## src/rtl/mul_iter_unit_pkg.sv

```systemverilog
// Shared definitions for the iterative shift-add multiplier: FSM encodings and
// the issue-to-done latency the hazard unit stalls on.
package mul_iter_unit_pkg;

  typedef enum logic [2:0] {
    StIdle = 3'd0,
    StPrep = 3'd1,
    StRun  = 3'd2,
    StFix  = 3'd3,
    StDone = 3'd4
  } mul_state_e;

  // Cycles from the start-sampling cycle to the done pulse.
  localparam int unsigned MUL_LATENCY = 35;

endpackage

```

## src/rtl/adder_32bits.sv

```systemverilog
// Plain 32-bit unsigned adder with carry-in and carry-out.
module adder_32bits (
  input  logic [31:0] a_i,
  input  logic [31:0] b_i,
  input  logic        ci_i,
  output logic [31:0] s_o,
  output logic        co_o
);

  assign {co_o, s_o} = {1'b0, a_i} + {1'b0, b_i} + {32'b0, ci_i};

endmodule

```

## src/rtl/mul_iter_unit.sv

```systemverilog
// Multi-cycle MULT/MULTU unit: magnitudes are multiplied by shift-add through a
// shared 32-bit adder, then the sign is fixed up before writing HI/LO.
module mul_iter_unit
  import mul_iter_unit_pkg::*;
#(
  parameter int unsigned WIDTH = 32,
  parameter int unsigned ITER  = 32
) (
  input  logic             clk,
  input  logic             rst,
  input  logic             start,
  input  logic             is_signed,
  input  logic [WIDTH-1:0] a,
  input  logic [WIDTH-1:0] b,
  output logic             busy,
  output logic             done,
  output logic [WIDTH-1:0] hi,
  output logic [WIDTH-1:0] lo
);

  localparam int unsigned CntW = $clog2(ITER);
  localparam logic [CntW-1:0] LastCnt = CntW'(ITER - 1);

  mul_state_e         state_q;
  logic [WIDTH-1:0]   a_q, b_q, m_q, p_hi_q, p_lo_q, hi_q, lo_q;
  logic               sgn_q, neg_q, busy_q, done_q;
  logic [CntW-1:0]    count_q;

  logic [WIDTH-1:0]   add_b, sum, a_abs, b_abs;
  logic               co;
  logic [2*WIDTH-1:0] prod, result;

  always_comb begin
    add_b  = p_lo_q[0] ? m_q : '0;
    // 0x80000000 negates to itself, which reads correctly as an unsigned magnitude.
    a_abs  = (sgn_q && a_q[WIDTH-1]) ? -a_q : a_q;
    b_abs  = (sgn_q && b_q[WIDTH-1]) ? -b_q : b_q;
    prod   = {p_hi_q, p_lo_q};
    result = neg_q ? -prod : prod;
  end

  adder_32bits u_adder (
    .a_i  (p_hi_q),
    .b_i  (add_b),
    .ci_i (1'b0),
    .s_o  (sum),
    .co_o (co)
  );

  always_ff @(posedge clk) begin
    if (rst) begin
      state_q <= StIdle;
      a_q     <= '0;
      b_q     <= '0;
      sgn_q   <= 1'b0;
      m_q     <= '0;
      p_hi_q  <= '0;
      p_lo_q  <= '0;
      count_q <= '0;
      neg_q   <= 1'b0;
      hi_q    <= '0;
      lo_q    <= '0;
      busy_q  <= 1'b0;
      done_q  <= 1'b0;
    end else begin
      unique case (state_q)
        StIdle: begin
          if (start) begin
            a_q     <= a;
            b_q     <= b;
            sgn_q   <= is_signed;
            busy_q  <= 1'b1;
            state_q <= StPrep;
          end
        end
        StPrep: begin
          neg_q   <= sgn_q & (a_q[WIDTH-1] ^ b_q[WIDTH-1]);
          m_q     <= a_abs;
          p_lo_q  <= b_abs;
          p_hi_q  <= '0;
          count_q <= '0;
          state_q <= StRun;
        end
        StRun: begin
          // 65-bit logical right shift of {carry, sum, multiplier}.
          p_hi_q  <= {co, sum[WIDTH-1:1]};
          p_lo_q  <= {sum[0], p_lo_q[WIDTH-1:1]};
          count_q <= count_q + 1'b1;
          if (count_q == LastCnt) begin
            state_q <= StFix;
          end
        end
        StFix: begin
          {hi_q, lo_q} <= result;
          busy_q       <= 1'b0;
          done_q       <= 1'b1;
          state_q      <= StDone;
        end
        StDone: begin
          done_q  <= 1'b0;
          state_q <= StIdle;
        end
        default: state_q <= StIdle;
      endcase
    end
  end

  assign busy = busy_q;
  assign done = done_q;
  assign hi   = hi_q;
  assign lo   = lo_q;

endmodule

```

## config.mk

```make
export PLATFORM = sky130hd
export DESIGN_NAME = mul_iter_unit
export DESIGN_NICKNAME = d
export VERILOG_FILES = /design/src/rtl/mul_iter_unit_pkg.sv /design/src/rtl/adder_32bits.sv /design/src/rtl/mul_iter_unit.sv
export SDC_FILE = /design/constraint.sdc
export NUM_CORES = 1
export LEC_CHECK = 0
export CAP_MARGIN = 15
export CORE_MARGIN = 2
export CORE_UTILIZATION = 52
export DETAILED_ROUTE_END_ITERATION = 8
export PLACE_DENSITY_LB_ADDON = 0.15
export SETUP_SLACK_MARGIN = 0.05
export SYNTH_ARGS = -nofsm -noshare
export SYNTH_HDL_FRONTEND = slang
export SYNTH_SLANG_ARGS = --single-unit
export TNS_END_PERCENT = 50
```

## constraint.sdc

```tcl
create_clock -name clk -period 3.4 [get_ports clk]
set_input_delay 0.51 -clock clk [delete_from_list [all_inputs] [get_ports clk]]
set_output_delay 0.51 -clock clk [all_outputs]
set_load 0.02 [all_outputs]
```

==> results.md <==
* Status: complete, no violations
* Latest clock arrival within the worst-skew pair at 540 ps
* Worst reg2reg path depth at 11
* Switching part of the total power at 26.6%
* Maxcap violations at 0
* Crit-path max cell delay at 440 ps
* Die area at 25,800 um2
* DRT iter0 DRCs at 1,056
* Yosys reg bits at 236
* Share of cells above drive strength 1 at 5.61%
* IO Port Bufs at 133
* CP most frequent cell: buf_4
* Reg2reg end: p_hi_q[31]$_SDFFE_PP0P_
* WHS Path Cells at 2
* Post-synthesis average cell area at 7.75 um2
* Final Setup Violations at 0
* FF-to-FF Start: p_lo_q[0]$_SDFFE_PP0P_
* Asr flop ratio synth at 0%
* Logic gate share of total power at 14.0%
* Routed WL at 34,900 um
* Clock Path Buffers at 3
* Vias in the first global route at 10,800
* Buf/Inv on CP at 2
* CP Max Fanout at 35
* Via count at 11,900
* Yosys cell types at 59
* Final Hold Viols at 0
* Relative slew slack at 37.4%
* Initial core utilization at 52.8%
* Syn_nets at 1,753
* DP HPWL at 25,700 um
* Synthesized area at 12,800 um2
* RSZ-0062 raised after global routing: false
* Die width at 161 um
* Die height at 161 um
* Vias/cell at 5.77
* HP Start: m_q[15]$_SDFFE_PP0P_
* Hold/Removal Path Class: reg2reg
* R2R Setup Slk at 320 ps
* Mapped Cells at 1,647
* Power Density at 449 nW/um2
* Clock share of power at 42.4%
* Setup repair bufs after CTS at 0
* Worst hold margin at 446 ps
* Layout Nets at 1,837
* Syn-to-layout area delta at 19.6%
* Setup TNS at 0 ps
* Slew Viols, Final at 0
* Clk root buf: clkbuf_16
* Post-route ant nets at 0
* WP data arrival at 3540 ps
* Fillers at 2,195
* Worst hold endpoint: m_q[15]$_SDFFE_PP0P_
* Seq/Total Area, Yosys at 37.0%
* Routability Congestion at 0.964
* Largest net degree at the start of global routing at 116
* WP data required at 3850 ps
* Worst path top cell family by delay: compound AO/OA/AOI/OAI gates
* Post-synth EDFFs at 0
* Actual slew at the worst max-slew pin at 939 ps
* Pint at 0.00504 W
* I/O pin total at 134
* Leading cell types in the layout, fill and taps excluded: 285 x nand2_1, 235 x dfxtp_1, 176 x a21oi_1
* Area after DPL at 14,400 um2
* Worst-path cell chain: buf_4 > nand2_1 > fa_1 > nand2b_1 > a21oi_2 > o21ai_1 > o31ai_1 > buf_4 > a31oi_1 > or3_1 > a311oi_1
* Critical Path Sink Type: register
* Most common cell after layout, fill and taps aside: nand2_1
* Synth Warn # at 0
* Total grt overflow at 0
* P_leak at 5.59 nW
* Register share of total power at 43.6%
* Num rows at 57
* CTS Sinks at 236
* N_diodes at 0
* Clk_skew at 21.0 ps
* Final min period at 3080 ps
* CTS clk-pin slew, worst paths at 70 ps
* Worst vdd ir at 0.338 mV
* DRC at 0
* WL per Instance at 16.9 um
* Htree depth at 1
* Fin crit share at 90.6%
* Post-synth top flop: dfxtp_1
* Worst path slowest cell: fa_1
* FMAX at 0.325 GHz
* First-pass GRT wire length at 56,400 um
* Initial antenna violation count at 0
* Worst setup path category: reg2reg
* Finished layout cell area at 15,300 um2
* Net Switching at 0.00182 W
* CTS Buf Count at 26
* CTS tree: built
* GRT Total Usage at 26.6%
* 1st-pass router iterations at 5
* Worst setup SP type: register
* Core Region at 24,200 um2
[kinds of logic (layout without fill, tap and decap cells)]
kind of cell	count (synthesis)	after routing	share of synthesized area, %
AOI/OAI and AO/OA	481	481	23.5
buffers and inverters	137	237	4.06
adders and majority gates	38	38	3.78
DFF	236	236	37.0
xor gates and xnor gates	136	136	9.33
and+or+nand+nor	610	610	21.6
muxes	9	9	0.706
[power by group through the flow]
stage          Clock (W)  Combinational, W  Sequential, W
2_1_floorplan          0          0.000657        0.00302
3_3_place_gp           0          0.000939        0.00304
3_5_place_dp           0          0.000951        0.00305
4_1_cts          0.00294          0.000956        0.00299
5_1_grt          0.00305           0.00106        0.00301
6_report         0.00291          0.000961        0.00299
[how the worst max path moves through the flow]
stage,to,depth (start not counted),from,slack (ps)
finish,p_hi_q[31]$_SDFFE_PP0P_,11,p_lo_q[0]$_SDFFE_PP0P_,320
global route,p_hi_q[31]$_SDFFE_PP0P_,11,p_lo_q[0]$_SDFFE_PP0P_,100
CTS,p_hi_q[31]$_SDFFE_PP0P_,11,p_lo_q[0]$_SDFFE_PP0P_,230
detailed placement,p_hi_q[31]$_SDFFE_PP0P_,11,p_lo_q[0]$_SDFFE_PP0P_,240
global placement,p_hi_q[31]$_SDFFE_PP0P_,11,p_lo_q[0]$_SDFFE_PP0P_,380
floorplan,p_hi_q[31]$_SDFFE_PP0P_,13,p_lo_q[0]$_SDFFE_PP0P_,180
[registers in the layout (all words and copies together), names as in the netlist, 3 cells and up]
register	cells
m_q	32
hi	32
count_q	5
p_hi_q	32
state_q	3
lo	32
p_lo_q	32
a_q	32
b_q	32
[final cells by class]
class	instances	area, um2	share of cell area, %
inverters	27	101	0.664
repair buffers	166	1590	10.4
clock inverters	6	108	0.705
clock buffers	38	777	5.09
well taps	324	405	2.65
multi-input cells	1274	7560	49.5
flip-flops and latches	236	4730	30.9
[cell usage after synthesis (all sizes together) (2+ instances only)]
cell | n | share of area [%]
nand3b | 5 | 0.29
o21a | 2 | 0.12
a31o | 3 | 0.21
and2 | 38 | 1.9
o211ai | 4 | 0.24
a21oi | 177 | 6.9
nor4 | 22 | 1.1
o22ai | 17 | 0.83
o31a | 3 | 0.21
nor2b | 4 | 0.20
o41ai | 16 | 1.3
a41o | 2 | 0.16
xor2 | 72 | 4.9
a32oi | 2 | 0.14
dfxtp | 236 | 37
mux2i | 9 | 0.71
nand2b | 13 | 0.64
nor3 | 29 | 1.1
a222oi | 2 | 0.16
a21o | 7 | 0.41
o21ai | 94 | 3.7
and3 | 6 | 0.29
nand3 | 18 | 0.71
inv | 27 | 0.79
or4 | 15 | 1.0
o31ai | 22 | 1.3
a22oi | 35 | 2.1
o21bai | 3 | 0.18
a211oi | 55 | 3.2
buf | 11 | 0.35
or2 | 5 | 0.26
clkbuf | 99 | 2.9
a41oi | 5 | 0.34
xnor2 | 64 | 4.4
or3 | 19 | 0.93
nor2 | 141 | 4.1
a31oi | 13 | 0.64
nor4b | 2 | 0.14
a311oi | 6 | 0.41
nand4 | 5 | 0.25
a221oi | 8 | 0.55
nand2 | 285 | 8.4
ha | 37 | 3.6
[layer usage]
metal | track usage, % | vias to the layer above | part of all wire [%] | wire [um]
met5 | 0 | - | 0 | 0
met4 | 7.08 | 0 | 2.4 | 831
met3 | 4.78 | 59 | 7.6 | 2660
met2 | 37.9 | 413 | 40 | 14000
met1 | 40.9 | 5454 | 50 | 17500
li1 | - | 6016 | - | -
[repair_timing]
item	4_1_cts	5_1_grt
hold buffers	0	0
endpoints found under the setup margin	0	1
hold endpoints to repair	0	0
gates resized for setup	0	1
[stage by stage]
| step | std cells | util [%] | worst slack (ps) | total power, W |
|---|---|---|---|---|
| 2_1_floorplan | 1647 | - | 178 | 0.00368 |
| 4_1_cts | 2071 | 63.1 | 229 | 0.00689 |
| 6_report | 2071 | 63.2 | 318 | 0.00686 |
| 5_1_grt | 2071 | 63.2 | 104 | 0.00711 |
| 3_3_place_gp | 2027 | 59.5 | 385 | 0.00398 |
| 3_5_place_dp | 2027 | 59.5 | 239 | 0.00400 |
[worst min-delay path, delay by kind of cell, from the launching register on]
kind	cells	cell delay, ps
flops	1	320
compound gates	1	50
simple gates	1	40
(Power assumes the default switching activity.)
